$ cat src/rtl/tag_store_responder.sv
// Direct-mapped DRAM-cache tag array with an in-order lookup response FIFO.
// Lookups read the array combinationally, with bypass from a same-cycle update.
module tag_store_responder #(
   parameter int TAG_BIT_SIZE = 8,
   parameter int INDEX_BITS   = 6,
   parameter int OUT_DEPTH    = 2
) (
   input  logic                    clk,
   input  logic                    rst_n,
   input  logic                    req_valid_i,
   output logic                    req_ready_o,
   input  logic [63:0]             req_addr_i,
   input  logic                    upd_valid_i,
   input  logic [INDEX_BITS-1:0]   upd_index_i,
   input  logic [TAG_BIT_SIZE-1:0] upd_tag_i,
   input  logic                    upd_dirty_i,
   input  logic                    upd_inval_i,
   output logic [TAG_BIT_SIZE-1:0] rtag_o,
   output logic [63:0]             rdata_o,
   output logic                    rvalid_o,
   input  logic                    rready_i
);

   localparam int SETS  = 2**INDEX_BITS;
   localparam int PTR_W = (OUT_DEPTH > 1) ? $clog2(OUT_DEPTH) : 1;
   localparam int CNT_W = $clog2(OUT_DEPTH) + 1;

   logic [TAG_BIT_SIZE-1:0] tag_q [SETS];
   logic [SETS-1:0]         valid_q;
   logic [SETS-1:0]         dirty_q;

   logic [TAG_BIT_SIZE-1:0] fifo_tag_q  [OUT_DEPTH];
   logic [63:0]             fifo_data_q [OUT_DEPTH];
   logic [PTR_W-1:0]        wr_ptr_q, wr_ptr_d;
   logic [PTR_W-1:0]        rd_ptr_q, rd_ptr_d;
   logic [CNT_W-1:0]        count_q, count_d;
   logic                    rdy_en_q;

   logic [INDEX_BITS-1:0]   lk_idx;
   logic                    lk_bypass;
   logic [TAG_BIT_SIZE-1:0] lk_tag;
   logic                    lk_valid;
   logic                    lk_dirty;
   logic                    push;
   logic                    pop;
   logic                    unused_addr;

   assign unused_addr = ^req_addr_i[1:0];

   always_ff @(posedge clk or negedge rst_n) begin
      if (!rst_n) begin
         for (int i = 0; i < SETS; i++) begin
            tag_q[i] <= '0;
         end
         valid_q <= '0;
         dirty_q <= '0;
      end else if (upd_valid_i) begin
         if (upd_inval_i) begin
            valid_q[upd_index_i] <= 1'b0;
            dirty_q[upd_index_i] <= 1'b0;
         end else begin
            valid_q[upd_index_i] <= 1'b1;
            dirty_q[upd_index_i] <= upd_dirty_i;
            tag_q[upd_index_i]   <= upd_tag_i;
         end
      end
   end

   // A same-cycle update to the looked-up set wins; invalidate keeps the old tag.
   always_comb begin
      lk_idx    = req_addr_i[INDEX_BITS+5:6];
      lk_bypass = upd_valid_i && (upd_index_i == lk_idx);
      lk_tag    = tag_q[lk_idx];
      lk_valid  = valid_q[lk_idx];
      lk_dirty  = dirty_q[lk_idx];
      if (lk_bypass) begin
         if (upd_inval_i) begin
            lk_valid = 1'b0;
            lk_dirty = 1'b0;
         end else begin
            lk_tag   = upd_tag_i;
            lk_valid = 1'b1;
            lk_dirty = upd_dirty_i;
         end
      end
   end

   // Ready depends only on registered state, never on rready_i.
   assign req_ready_o = rdy_en_q && (count_q < CNT_W'(OUT_DEPTH));
   assign rvalid_o    = (count_q != '0);
   assign rtag_o      = fifo_tag_q[rd_ptr_q];
   assign rdata_o     = fifo_data_q[rd_ptr_q];
   assign push        = req_valid_i && req_ready_o;
   assign pop         = rvalid_o && rready_i;

   always_comb begin
      wr_ptr_d = wr_ptr_q;
      rd_ptr_d = rd_ptr_q;
      count_d  = count_q;
      if (push) begin
         wr_ptr_d = wr_ptr_q + PTR_W'(1);
      end
      if (pop) begin
         rd_ptr_d = rd_ptr_q + PTR_W'(1);
      end
      if (push && !pop) begin
         count_d = count_q + CNT_W'(1);
      end else if (pop && !push) begin
         count_d = count_q - CNT_W'(1);
      end
   end

   always_ff @(posedge clk or negedge rst_n) begin
      if (!rst_n) begin
         for (int i = 0; i < OUT_DEPTH; i++) begin
            fifo_tag_q[i]  <= '0;
            fifo_data_q[i] <= '0;
         end
         wr_ptr_q <= '0;
         rd_ptr_q <= '0;
         count_q  <= '0;
         rdy_en_q <= 1'b0;
      end else begin
         if (push) begin
            fifo_tag_q[wr_ptr_q]  <= lk_tag;
            fifo_data_q[wr_ptr_q] <= {req_addr_i[63:2], lk_dirty, lk_valid};
         end
         wr_ptr_q <= wr_ptr_d;
         rd_ptr_q <= rd_ptr_d;
         count_q  <= count_d;
         rdy_en_q <= 1'b1;
      end
   end

endmodule

$ cat config.mk
export PLATFORM = sky130hd
export DESIGN_NAME = tag_store_responder
export DESIGN_NICKNAME = d
export VERILOG_FILES = /design/src/rtl/tag_store_responder.sv
export SDC_FILE = /design/constraint.sdc
export NUM_CORES = 1
export LEC_CHECK = 0
export ABC_AREA = 1
export ABC_CLOCK_PERIOD_IN_PS = 4650
export CELL_PAD_IN_SITES_DETAIL_PLACEMENT = 1
export CELL_PAD_IN_SITES_GLOBAL_PLACEMENT = 1
export CORE_UTILIZATION = 49
export DETAILED_ROUTE_END_ITERATION = 7
export GPL_TIMING_DRIVEN = 0
export PLACE_DENSITY = 0.95
export SLEW_MARGIN = 30
export SYNTH_ARGS = -nofsm -noshare
export SYNTH_HDL_FRONTEND = slang
export SYNTH_SLANG_ARGS = --single-unit
$ cat constraint.sdc
create_clock -name clk -period 4.65 [get_ports clk]
set_input_delay 0.93 -clock clk [delete_from_list [all_inputs] [get_ports clk]]
set_output_delay 0.93 -clock clk [all_outputs]
set_load 0.05 [all_outputs]
After elaboration in Yosys (flattened, before gate mapping)
Index checks and enable logic that the tools add are counted.
Storage, ports and cells
  register bits after elaboration: 789
  input port bits: 85
  output and inout bits: 74
  word-level logic and storage cells: 147
Cells by class
  $add $sub $neg: 4
  order comparisons: 10
  equality and inequality tests: 1
  mux-type cells: 35
  bitwise logic cells: 9
  reduce and logical (&&, ||, !) cells: 14
Operators with widths (count)
  512-bit bitwise mux: 1
  64-bit 2-to-1 mux: 6
  64-bit bitwise AND: 2
  128-bit bitwise mux: 1
  8-bit 2-to-1 mux: 9
  64-bit bitwise mux: 1
  64-bit demux with 1-bit select: 1
  64-bit inverter: 1
  64-bit bitwise OR: 1
  8-bit binary-select mux with 6-bit select: 1
  8-bit demux with 6-bit select: 1
  16-bit bitwise mux: 1
  7-bit >= comparator, second input constant: 2
  6-bit by 7-bit < comparator with 1-bit output, second input constant: 2
  6-bit inverter with 7-bit output: 2
  1-bit binary-select mux with 6-bit select: 2
  1-bit logical AND: 9
  8-bit demux with 1-bit select: 1
  7-bit by 1-bit < comparator with 1-bit output, second input constant: 1
  1-bit 2-to-1 mux: 7
  1-bit demux with 6-bit select: 1
  6-bit == test: 1
  6-bit by 1-bit >= comparator with 1-bit output, second input constant: 1
  2-bit >= comparator, second input constant: 2
  other kinds (11): 16

Logic depth before layout (Yosys ltp)
  word-level depth: 7
  depth in mapped cells: 15
  mapped depth without buffers: 13

Least setup slack after synthesis
OpenSTA, ideal clock, no wires.
  path kind: input port to flip-flop
  from: input port req_addr_i[7]
  to: register fifo_tag_q[1] (netlist name)
  setup time: 119 ps
  arrival time: 2277 ps
  data required time: 4531 ps
  setup slack: 2254 ps
  stages: 13
  buffers on the path: 3
  cells stage by stage: buf_2 > inv_1 > clkbuf_1 > clkbuf_1 > nand3_1 > nand3_1 > nand2_1 > nand2_1 > nand3_1 > nand3_1 > nand3_1 > nand3_1 > nand2_1
Between the ends
  cells in the longest elaborated chain, start to end: 7
  elaborated cells between the ends (all ways): 9
  those cells by class: eq/ne: 1; mux: 6; bitwise: 1; reduce/logical: 1
RTL lines
  from (decl): line 12  | input logic [63:0] req_addr_i,
  6-bit inverter with 7-bit output (implied by the code): line 73  | lk_tag = tag_q[lk_idx];
  8-bit binary-select mux with 6-bit select: line 73
  8-bit 2-to-1 mux (implied by the code) (2 in series): line 73
  8-bit 2-to-1 mux: line 77  | if (upd_inval_i) begin
  8-bit 2-to-1 mux *: line 76  | if (lk_bypass) begin
  16-bit bitwise mux *: line 125  | fifo_tag_q[wr_ptr_q] <= lk_tag;
  to (signal, indexed assignment): line 125
  to (decl): line 32  | logic [TAG_BIT_SIZE-1:0] fifo_tag_q [OUT_DEPTH];
Mark *: on every way between the ends. The rest lies on a longest branch, timed or not. The select of a mux whose other input is x is not followed.
A chain may end at the register's enable or synchronous reset.

Worst setup path after layout
  from: register rd_ptr_q
  to: output port rtag_o[5]
Between the ends
  cells in the longest elaborated chain, start to end: 4
RTL lines
  from (decl): line 35  | logic [PTR_W-1:0] rd_ptr_q, rd_ptr_d;
  from (signal assigned): line 129  | rd_ptr_q <= rd_ptr_d;
  1-bit inverter with 2-bit output (implied by the code): line 91  | assign rtag_o = fifo_tag_q[rd_ptr_q];
  8-bit 2-to-1 mux (implied by the code) (3 in series): line 91
  to (decl): line 18  | output logic [TAG_BIT_SIZE-1:0] rtag_o,
Every way passes these cells. The select of a mux whose other input is x is not followed.

==> results.md <==
Detailed routing:
- The first routing iteration left 5269 violations.
- Using the TritonRoute via totals, the vias-per-cell ratio works out to 6.549.
- The total number of vias is 38130.
- The first TritonRoute pass finished after 6 iterations.
- The post-detailed-route wirelength per cell is 29.95 microns.
- The routed design has 174400 microns of wire.
- After detailed routing, the number of remaining DRC violations is 0.
- The residual antenna-violating net count after detailed routing is 0.

GRT:
- For this run the aggregate overflow at the end of global routing stands at 0.
- Entering global routing, the biggest net connects 129 pins.
- The initial antenna violation count came to 8.
- The wire length of the first global-routing pass is 255900 microns.
- The number of global-route vias before repair came to 39640.
- The global-route usage over all layers is 46.66%.

Yosys:
- The share of the synthesized area in compound gates (AO/OA/AOI/OAI) is 10.65%.
- After synthesis, the largest family of logic cells by area is simple AND/OR/NAND/NOR gates.
- After synthesis the netlist holds a flip-flop and latch count of 789.
- The synthesized netlist devotes 0.03459% of its cell area to adder and majority cells.
- In this run the cell area of the synthesized design comes to 0.03617 sq mm.
- The share of the yosys chip area belonging to registers is 54.59%.
- The top flip-flop cell by instance count after synthesis is sky130_fd_sc_hd__dfrtp_1.
- Yosys mapped the design onto 32 distinct sky130hd cell types.
- The number of warning messages in the yosys log is 0.
- After technology mapping, the gate count stands at 4546.
- The parity-gate share of the synthesized area counting xor and xnor cells is 0.09686%.
- The synthesized net count is 4632.
- Of the post-synthesis cell area, the part taken by muxes is 0.4047%.
- The share of flip-flops with an asynchronous set or reset after synthesis is 100.0%.
- In this run, synthesis inferred 0 flip-flops with an integrated enable.
- The average cell area after synthesis is 7.957 sq um.
- The fraction of the mapped netlist area in simple logic gates is 28.92%.

Worst setup path:
- The arrival time of the worst setup path is 3.40 ns.
- The worst setup path is of the reg -> out kind.
- Traced cell by cell, the critical path runs through clkbuf_1, inv_2, buf_1, nand2_1, nand2_1, clkdlybuf4s50_1.
- The data required time of the critical path is 3.72 ns.
- The critical path contains buffers and inverters numbering 4 combined.
- The library cell contributing the largest single delay on the critical path is sky130_fd_sc_hd__clkdlybuf4s50_1.
- The stage delay of the slowest cell on the critical path is 0.86 ns.
- STA classifies the critical path endpoint as an output pin.
- The worst setup path is launched from a flop.
- The largest driver fanout on the critical path is 10.
- The most numerous cell type found on the critical path is sky130_fd_sc_hd__nand2_1.
- The largest delay contributor family on the critical path is buffers and inverters.

Placed design:
- The count of placed standard cells including taps is 5665.
- Detailed placement ended at an HPWL of 114200 microns.
- The weighted congestion at the end of routability-driven global placement is 1.054.
- The worst setup timing slack at the placement stage is 0.1068 ns.
- The number of port buffers is 152.

Power:
- The leakage power summed over all cells is 0.01966 uW.
- Of the total power, combinational logic draws 27.5%.
- In this run the power density over the cells is 529.9 mW/mm^2.
- Net switching is 36.91% of the power.
- The post-layout total power is 22350 uW.
- The net load switching power is 8250 uW.
- Of the total power, registers draw 39.0%.
- The share of total power dissipated in the clock network is 33.5%.
- Internal power comes to 14100 uW.
- The peak ir drop on the vdd network is 604.8 uV.

Min path:
- The class of the worst hold path is in -> async.

Timing:
- The number of max-slew violations in the final report is 0.
- Setup repair after global routing left no endpoint under its margin.
- At the pin with the least slew margin, the transition time is 1.203 ns.
- After layout, the worst path uses 93.04% of the clock period.
- The time the worst path needs with I/O delays and setup is 4.326 ns.
- Setup violations remaining at the end of the flow were counted as 0.
- The clock arrives with 0.02545 ns of skew.
- After routing, the total negative slack on setup checks comes to 0 ns.
- Based on the critical path, the design can be clocked at up to 0.2311 GHz.
- The final count of hold timing violations came to 0.
- Setup slack closes at 0.3236 ns.
- The worst slew slack as a fraction of its limit is 19.82%.

Layout:
- For this run, the share of the core covered by cells in the final layout is 57.81%.
- The final-layout fill cell count is 8830.
- Leaving out fill and tap cells, the most frequent cell in the layout is sky130_fd_sc_hd__nand2_1.
- Cells with a size suffix above 1 make up 7.097% of the layout.
- The area added between synthesis and finish is 16.61%.
- The number of nets at the end of the flow is 4880.
- The top cell types in the final layout, fill and taps aside, are 1798 x sky130_fd_sc_hd__nand2_1, 789 x sky130_fd_sc_hd__dfrtp_1, 601 x sky130_fd_sc_hd__nand3_1, 587 x sky130_fd_sc_hd__o21ai_0, 206 x sky130_fd_sc_hd__clkbuf_1.
- In the final layout, the multi-input gates occupy 0.01451 sq mm.
- The final standard cell count with taps included and fillers excluded is 5822.
- The sequential cells in the finished layout cover a total of 0.01974 sq mm.

Clocking:
- For the worst-skew pair, the clock arrives at the later sink with an insertion delay of 0.67 ns.
- The number of H-tree levels is 3.
- The number of gates resized after CTS was 0.
- The total clock buffers created by CTS is 85.
- In this run the post-CTS setup repair buffer count came out at 0.
- The number of clock sinks is 789.
- The clock tree from TritonCTS is done.
- The tree is rooted in a sky130_fd_sc_hd__clkbuf_16.
- Clock-pin slew was measured on the worst setup and hold paths at 0.07 ns.
- The hold buffer count at cts is 0.
- In this run the deepest clock path goes through 3 buffers.

Die:
- Measured along the x axis, the die boundary spans 273.7 microns.
- The floorplan step defined a die boundary enclosing 0.07491 sq mm.
- The floorplan step set the die height to 273.7 microns.
- The initial core utilization is 49.58%.
- After floorplanning, the core was divided into 99 placement rows.
- The number of placed I/O pins is 159.
- The core region is 0.07296 sq mm.

Job:
- Max-cap violations in this run came to 0.

Outcome:
- The flow ran to the end, and the final reports show no timing, DRC or antenna violations.
Yosys cell counts (2+ instances only):
cell / instances / area [sq um]
sky130_fd_sc_hd__nand2_1: 1798 / 6749
sky130_fd_sc_hd__dfrtp_1: 789 / 19740
sky130_fd_sc_hd__nand3_1: 601 / 3008
sky130_fd_sc_hd__o21ai_0: 587 / 2938
sky130_fd_sc_hd__clkbuf_1: 211 / 792.0
sky130_fd_sc_hd__o21ai_1: 152 / 760.7
sky130_fd_sc_hd__inv_1: 125 / 469.2
sky130_fd_sc_hd__buf_2: 68 / 340.3
sky130_fd_sc_hd__buf_1: 37 / 138.9
sky130_fd_sc_hd__nor2_1: 36 / 135.1
sky130_fd_sc_hd__nand2_2: 31 / 193.9
sky130_fd_sc_hd__a21oi_1: 16 / 80.08
sky130_fd_sc_hd__nor2_2: 15 / 93.84
sky130_fd_sc_hd__mux2_2: 13 / 146.4
sky130_fd_sc_hd__inv_2: 10 / 37.54
sky130_fd_sc_hd__buf_6: 9 / 101.4
sky130_fd_sc_hd__nor2_4: 9 / 101.4
sky130_fd_sc_hd__nor3_4: 7 / 113.9
sky130_fd_sc_hd__o31ai_1: 6 / 45.04
sky130_fd_sc_hd__nor3_1: 5 / 25.02
sky130_fd_sc_hd__clkinv_1: 4 / 15.01
sky130_fd_sc_hd__nor3_2: 3 / 30.03
sky130_fd_sc_hd__xor2_1: 3 / 26.28
sky130_fd_sc_hd__buf_4: 2 / 15.01
sky130_fd_sc_hd__o22ai_1: 2 / 12.51
routing by layer:
metal	global-route usage, %	up-vias	share of wire, %
met2	69.36	2948	43
met1	56.90	18980	35
met3	15.42	927	13
met4	33.73	12	8.3
met5	0	-	0.041
li1	-	15270	-
area by class of cell:
cell class	instances	area share [%]
buffer	327	3.382
multi-input combinational	3290	34.40
inverter	140	1.252
clock buffer	121	5.873
timing repair buffer	161	4.177
tap	959	2.845
clock inverter	33	1.249
antenna	2	0.01187
sequential	789	46.81
power by group through the flow:
stage | clock network, uW | logic, uW | registers, uW
final | 7500 | 6150 | 8710
after global routing | 7650 | 6470 | 8780
after CTS | 7440 | 6010 | 8660
after detailed placement | 0 | 5770 | 8680
after global placement | 0 | 5490 | 8650
after floorplan | 0 | 3580 | 8480
per-stage QoR:
| step | hold slack (ns) | area, sq um |
|---|---|---|
| after floorplan | 0.4422 | 36170 |
| after global placement | 0.4561 | 38890 |
| after detailed placement | 0.4629 | 39140 |
| after CTS | 0.2344 | 42140 |
| after global routing | 0.2477 | 42180 |
| final | 0.2051 | 42180 |
flip-flops by register name, indices dropped and copies added (netlist names), named ones only:
signal,cells
dirty_q,64
rd_ptr_q,1
fifo_tag_q,16
tag_q,512
wr_ptr_q,1
count_q,2
fifo_data_q,128
rdy_en_q,1
worst paths after layout:
kind / depth (start not counted) / slack [ns] / to / startpoint
max in group asynchronous: 4 / 2.38 / fifo_data_q[107] / rst_n
min in group clk: 2 / 0.48 / flop / flop
worst min register to register: 2 / 0.48 / flop / flop
worst max-delay path: 6 / 0.32 / rtag_o[5] / rd_ptr_q
worst max register to register: 9 / 2.01 / fifo_data_q[46] / rdy_en_q
worst min-delay path: 1 / 0.21 / tag_q[242] / rst_n
kinds of logic after synthesis:
kind of cell | after synthesis
AO/OA/AOI/OAI | 765
XOR/XNOR | 4
multiplexers | 13
buffers and inverters | 467
AND/OR/NAND/NOR | 2506
other | 1
flip-flops | 789
adder cells (fa/ha/maj) | 1
No activity file was read; power rests on OpenSTA's default activity.
